**src/rtl/instr_loader_pkg.sv**
```systemverilog
// Shared types and default sizes for the instruction memory loader
// and the instruction block it feeds.
package instr_loader_pkg;

    localparam int IMEM_AWIDTH = 6;
    localparam int IMEM_RWIDTH = 32;

    typedef enum logic [1:0] {
        LDR_IDLE,
        LDR_LOAD,
        LDR_DONE
    } ldr_state_t;

endpackage

```
**src/rtl/ldr_addr_ctr.sv**
```systemverilog
// Loadable write-address counter; tc flags the last memory word
// so the loader can stop without wrapping.
module ldr_addr_ctr #(
    parameter int W = 6
) (
    input  logic         clk,
    input  logic         rst,
    input  logic         load,
    input  logic [W-1:0] d,
    input  logic         en,
    output logic [W-1:0] q,
    output logic         tc
);

    always_ff @(posedge clk or posedge rst) begin
        if (rst) begin
            q <= '0;
        end else if (load) begin
            q <= d;
        end else if (en) begin
            q <= q + 1'b1;
        end
    end

    assign tc = &q;

endmodule

```
**src/rtl/instr_mem_loader.sv**
```systemverilog
// Streams a valid/ready word stream into instruction memory from
// start_addr, holding the CPU fetch path until the session ends.
module instr_mem_loader
    import instr_loader_pkg::*;
#(
    parameter int AWIDTH = IMEM_AWIDTH,
    parameter int RWIDTH = IMEM_RWIDTH
) (
    input  logic              clk,
    input  logic              rst,
    input  logic              start,
    input  logic [AWIDTH-1:0] start_addr,
    input  logic              in_valid,
    input  logic [RWIDTH-1:0] in_data,
    input  logic              in_last,
    output logic              in_ready,
    output logic              mem_we,
    output logic [AWIDTH-1:0] mem_addr,
    output logic [RWIDTH-1:0] mem_wdata,
    output logic              cpu_hold,
    output logic              done,
    output logic              err_full,
    output logic [AWIDTH:0]   word_count
);

    ldr_state_t        state;
    ldr_state_t        state_nxt;
    logic [AWIDTH-1:0] addr_ptr;
    logic              at_top;
    logic              start_ok;
    logic              beat;
    logic              finish;

    assign start_ok = start && (state != LDR_LOAD);
    assign beat     = in_valid && in_ready;
    assign finish   = beat && (in_last || at_top);

    // Counter is frozen at the top word so the pointer never wraps.
    ldr_addr_ctr #(
        .W(AWIDTH)
    ) u_ctr (
        .clk (clk),
        .rst (rst),
        .load(start_ok),
        .d   (start_addr),
        .en  (beat && !at_top),
        .q   (addr_ptr),
        .tc  (at_top)
    );

    always_ff @(posedge clk or posedge rst) begin
        if (rst) begin
            state <= LDR_IDLE;
        end else begin
            state <= state_nxt;
        end
    end

    always_comb begin
        state_nxt = state;
        in_ready  = (state == LDR_LOAD);
        unique case (state)
            LDR_IDLE: if (start) state_nxt = LDR_LOAD;
            LDR_LOAD: if (finish) state_nxt = LDR_DONE;
            LDR_DONE: if (start) state_nxt = LDR_LOAD;
            default:  state_nxt = LDR_IDLE;
        endcase
    end

    always_ff @(posedge clk or posedge rst) begin
        if (rst) begin
            mem_we     <= 1'b0;
            mem_addr   <= '0;
            mem_wdata  <= '0;
            cpu_hold   <= 1'b0;
            done       <= 1'b0;
            err_full   <= 1'b0;
            word_count <= '0;
        end else begin
            mem_we <= beat;
            if (beat) begin
                mem_addr   <= addr_ptr;
                mem_wdata  <= in_data;
                word_count <= word_count + (AWIDTH+1)'(1);
            end
            if (start_ok) begin
                word_count <= '0;
                done       <= 1'b0;
                err_full   <= 1'b0;
                cpu_hold   <= 1'b1;
            end
            if (finish) begin
                done     <= 1'b1;
                cpu_hold <= 1'b0;
                err_full <= !in_last;
            end
        end
    end

endmodule

```
**config.mk**
```make
export PLATFORM = sky130hd
export DESIGN_NAME = instr_mem_loader
export DESIGN_NICKNAME = d
export VERILOG_FILES = /design/src/rtl/instr_loader_pkg.sv /design/src/rtl/ldr_addr_ctr.sv /design/src/rtl/instr_mem_loader.sv
export SDC_FILE = /design/constraint.sdc
export NUM_CORES = 1
export LEC_CHECK = 0
export BUFFER_PORTS_ARGS = -buffer_cell sky130_fd_sc_hd__clkbuf_2
export CORE_MARGIN = 5
export CORE_UTILIZATION = 45
export CTS_CLUSTER_DIAMETER = 100
export DETAILED_ROUTE_END_ITERATION = 8
export PLACE_DENSITY = 0.71
export SYNTH_ARGS = -nofsm -noshare
export SYNTH_HDL_FRONTEND = slang
export SYNTH_SLANG_ARGS = --single-unit
```
**constraint.sdc**
```tcl
create_clock -name clk -period 2.3 [get_ports clk]
set_clock_uncertainty 0.05 [all_clocks]
set_input_delay 0.23 -clock clk [delete_from_list [all_inputs] [get_ports clk]]
set_output_delay 0.23 -clock clk [all_outputs]
set_load 0.02 [all_outputs]
```
After elaboration in Yosys (flattened, before gate mapping)

Cells that the tools add are included.
Widths: inputs -> output; s select.

Bitwise operators: 0
Equal/unequal tests: 5
Reductions and logical operators: 14
Add/subtract/negate cells: 2
Order comparisons: 0
Multiplexer cells: 12
Divide/modulo/power cells: 0
Shift operators: 0
Multipliers: 0

Operators by type and width:

| cell                | count |
|---|---|
| $mux 7              | 2 |
| $mux 6              | 2 |
| $add 7x1->7 const B | 1 |
| $add 6x1->6 const B | 1 |
| $ne 2x1->1 const B  | 3 |
| $reduce_and 6->1    | 1 |
| $reduce_bool 2->1   | 3 |
| $mux 1              | 5 |
| $logic_and 1x1->1   | 4 |
| $mux 2              | 2 |
| $pmux 2 s2          | 1 |
| $eq 2x1->1 const B  | 1 |
| $eq 2x2->1 const B  | 1 |
| $logic_not 1->1     | 2 |
| $logic_not 2->1     | 1 |
| $reduce_and 2->1    | 1 |
| $reduce_or 2->1     | 1 |
| $logic_or 1x1->1    | 1 |

Latch bits: 0
Input bits: 43
ROM bits: 0
Output and inout port bits: 50
Memories: 0
RAM bits: 0
Word-level logic and storage cells: 42
Register bits: 57

Depth between registers and ports, before layout

Depth after elaboration: 5
Depth in mapped cells: 6
Depth with buffers taken out: 5

Hierarchy

Synthesis repeated with hierarchy kept, for this count alone.

Cells, all modules: 175
Area, all modules: 2,369.8 um^2

Modules (own cells, without submodules):

| module           | cells each | instances | seq. area each (um^2) | area an instance (um^2) |
|---|---|---|---|---|
| instr_mem_loader | 138        | 1         | 1,276.2               | 2,026.9 |
| ldr_addr_ctr     | 37         | 1         | 150.1                 | 342.8 |

Worst setup path before layout

No wires, ideal clock.

Path kind: reg2reg
Start: register u_ctr.q[0]
End: register u_ctr.q[1]
Path buffers: 0
Setup slack: 0.776 ns
Clock period less this slack: 1.524 ns
Arrival: 1.345 ns
Setup time: 0.129 ns
Required time: 2.121 ns
Cell stages (with the launch flop): 6
Cells stage by stage: dfrtp_1 ha_1 and4_1 a21oi_2 mux2i_1 a21oi_1

Cells in the longest elaborated chain, start to end: 4
Elaborated cells on any way between the ends: 7
Those cells by class: 1 x add/sub; 2 x mux; 4 x reduce/logical

RTL lines:

| what                                                | line               | source |
|---|---|---|
| from (decl)                                         | ldr_addr_ctr.sv:11 | `output logic [W-1:0] q,` |
| from (signal assigned)                              | ldr_addr_ctr.sv:21 | `q <= q + 1'b1;` |
| branches (longest 4 deep; another with $add 6x1->6) | n/a                |  |

Several ways; the timed one is not identified. The select of a mux whose other input is x is not followed.
A chain may end at the register's enable or synchronous reset.

Final worst setup path

Start: register state[1]
End: register u_ctr.q[4]

Cells in the longest elaborated chain, start to end: 4
Elaborated cells on any way between the ends: 7
Those cells by class: 2 x eq/ne; 1 x mux; 4 x reduce/logical

RTL lines:

| what                        | line                   | source |
|---|---|---|
| from (decl)                 | instr_mem_loader.sv:26 | `ldr_state_t state;` |
| from (signal assigned)      | instr_mem_loader.sv:55 | `state <= state_nxt;` |
| $eq 2x1->1                  | instr_mem_loader.sv:61 | `in_ready = (state == LDR_LOAD);` |
| $logic_and 1x1->1           | instr_mem_loader.sv:35 | `assign beat = in_valid && in_ready;` |
| $logic_and 1x1->1           | instr_mem_loader.sv:46 | `.en (beat && !at_top),` |
| $reduce_bool 2->1 (no line) | n/a                    |  |

Parallel ways exist; a longest one is shown, timed or not.

==> run_results.csv <==
group,metric,value,unit
status,status,"finished, final reports clean",
grt,grt-ovfl-total,0,
yosys,synthesis.area,2340,µm²
critical_path,crit_type,"reg2reg",
routing,drt-met1-wl,2.47,mm
finish,antenna_cells,0,
clock_network,postCtsSetupBuffers,0,
sta,tightest_slew,0.575,ns
grt,grt_pass1_vias,1901,
finish,drive_gt1_share,32.7,%
routing,dr.pass1.iters,4,
finish,final_cells,422,
sta,finalHoldViolCount,0,
floorplan,die_y,82.1,µm
clock_network,cts-hold-fix-buffers,1,
finish,fin_util,61.5,%
routing,top_layer_used,"met4",
grt,antenna_found_initial,0,
critical_path,r2r_setup_slack,0.47,ns
yosys,yosysWarnings,0,
finish,syn2layout_area_growth,33.3,%
placement,gp_congestion,0.731,
routing,wl,5.37,mm
critical_path,worstPathMaxFanout,32,
critical_path,critPathLaunch,"state[1]$_DFFE_PP0P_",
yosys,synth_cells,252,
floorplan,num_rows,26,
clock_network,cts.repair.resized,0,
hold_path,hp-class,"in2reg",
floorplan,io_pins,93,
yosys,syn_nets,297,
pwr,power,4.51,mW
floorplan,initial_core_util,46.1,%
critical_path,cp.arrival,1.99,ns
clock_network,cts.sinks,57,
sta,setup_violations,0,
yosys,synth_seq_area_share,61.0,%
sta,slew_viol_final,0,
placement,port_buffers,92,
finish,fill_cells,455,
pwr,p_per_area,1440,nW/µm²
sta,setup_tns,0,ns
pwr,p_leak,1.80,nW
sta,post-route-period-util,79.6,%
floorplan,core,5070,µm²
clock_network,cts_tree,"done",
critical_path,start_kind,"register",
yosys,yosys_register_bits,57,
grt,grt_pass1_wl,8.56,mm
clock_network,insertion_delay,0.33,ns
clock_network,cts.clk_slew.worst_paths,0.07,ns
critical_path,r2r-start,"state[1]$_DFFE_PP0P_",
clock_network,htree_levels,3,
clock_network,root_buffer,"clkbuf_8",
sta,relSlewSlack,61.6,%
yosys,yosysUniqueCellTypes,28,
routing,ant_nets,0,
placement,dp_hpwl,3.88,mm
routing,route.met3.wl,435,µm
critical_path,end_kind,"register",
routing,drtIter0Drc,68,
grt,grt_max_degree,33,
finish,final_nets,392,
sta,fmax,546,MHz
hold_path,hp-start,"in_data[6]",
routing,wl_per_cell,12.7,µm
pwr,vdd_drop_max,0.000776,V
sta,fin_crit,1.83,ns
clock_network,numCtsBuffers,9,
grt,gr-usage-all-layers,17.0,%
job,drv_cap,0,
clock_network,clockBufferDepth,2,
routing,wl_met2,2.36,mm
routing,drcViolationCount,0,
yosys,syn_area_per_cell,9.28,µm²
floorplan,die-width,82.1,µm
sta,rsz0062_at_grt,"false",
routing,vias_per_cell,4.72,
routing,vias,1993,
placement,place_inst,405,
floorplan,dieArea,6740,µm²
critical_path,worstPathRequired,2.46,ns
-- where the power goes --
part	switching (mW)	internal (mW)
registers	0.305	1.42
clock network	0.386	0.743
logic	1.09	0.555
total	1.78	2.72
-- critical path, stage by stage, from the launching register on --
cell      delay (ns)
dfrtp_1         0.39
nand3b_4        0.32
inv_2           0.47
nand4_1         0.18
o211ai_1        0.18
o211ai_1        0.11
-- cell usage after synthesis --
library cell / count / area share [%]
a311oi_1: 1 / 0.37
nand2b_1: 3 / 0.80
o211ai_1: 2 / 0.64
a32oi_1: 1 / 0.37
a21oi_2: 1 / 0.37
and4_1: 2 / 0.75
nand3b_4: 1 / 0.86
nand2_1: 124 / 20
clkbuf_1: 5 / 0.80
ha_1: 2 / 1.1
a21o_1: 3 / 0.96
nand4_1: 4 / 1.1
inv_1: 3 / 0.48
nor2_1: 10 / 1.6
nor2b_1: 1 / 0.27
xor2_1: 5 / 1.9
a21oi_1: 4 / 0.86
dfrtp_1: 57 / 61
o22ai_1: 1 / 0.27
inv_2: 1 / 0.16
and2_1: 1 / 0.27
mux2i_1: 3 / 1.3
and3_1: 2 / 0.53
xnor2_1: 1 / 0.37
o21ai_0: 4 / 0.86
buf_4: 1 / 0.32
nand3_1: 3 / 0.64
buf_2: 6 / 1.3
-- cells by family after synthesis --
kind of cell	synth area share (%)
muxes	1.28
AOI/OAI and AO/OA	4.71
xor gates and xnor gates	2.25
DFF	61.0
adders and majority gates	1.07
buffers and inverters	3.05
and+or+nand+nor	26.7
-- registers in the layout, summed over array words and instances, names as in the netlist --
name,flops
err_full,1
cpu_hold,1
word_count,7
done,1
mem_addr,6
mem_wdata,32
u_ctr.q,6
state,2
mem_we,1
-- placed cells by master, fill, tap and decap left out, types with 3 or more instances in the layout --
master / instances
clkinv_2: 3
clkbuf_2: 92
nand3_1: 3
a21o_1: 3
bufinv_16: 3
dfrtp_1: 57
nand2b_1: 3
o21ai_0: 4
nand4_1: 4
nor2_1: 10
xor2_1: 5
a21oi_1: 4
mux2i_1: 3
clkbuf_8: 10
nand2_1: 124
-- per-stage QoR --
step / hold WS, ns / area, µm² / worst slack [ns]
floorplan: 0.267 / 2340 / 0.620
global placement: 0.256 / 2870 / 0.483
detailed placement: 0.263 / 2870 / 0.454
CTS: 0.0209 / 3120 / 0.436
global route: 0.0209 / 3120 / 0.271
finish: 0.0333 / 3120 / 0.468
-- layout make-up --
| cell class | count | area [µm²] | share of cell area [%] |
|---|---|---|---|
| inverters | 4 | 15.0 | 0.481 |
| repair buffers | 96 | 505 | 16.2 |
| multi-input cells | 179 | 842 | 27.0 |
| flip-flops and latches | 57 | 1430 | 45.7 |
| clock buffers | 10 | 138 | 4.41 |
| clock inverters | 6 | 105 | 3.37 |
| well taps | 70 | 87.6 | 2.81 |
-- path summary, 6_finish.rpt --
path / end / depth (start not counted)
setup / recovery: u_ctr.q[4]$_DFFE_PP0P_ / 5
hold / removal: mem_wdata[6]$_DFFE_PP0P_ / 3
setup reg to reg: u_ctr.q[4]$_DFFE_PP0P_ / 5
hold reg to reg: mem_wdata[15]$_DFFE_PP0P_ / 2
max in group asynchronous: word_count[2]$_DFFE_PP0P_ / 4
min in group asynchronous: mem_wdata[26]$_DFFE_PP0P_ / 3
-- per-layer routing --
| metal | vias up | global-route usage, % |
|---|---|---|
| li1 | 987 | - |
| met1 | 925 | 21.0 |
| met2 | 69 | 27.0 |
| met3 | 12 | 4.56 |
| met4 | 0 | 9.47 |
| met5 | - | 0 |
Power figures use the tool's default switching activity.
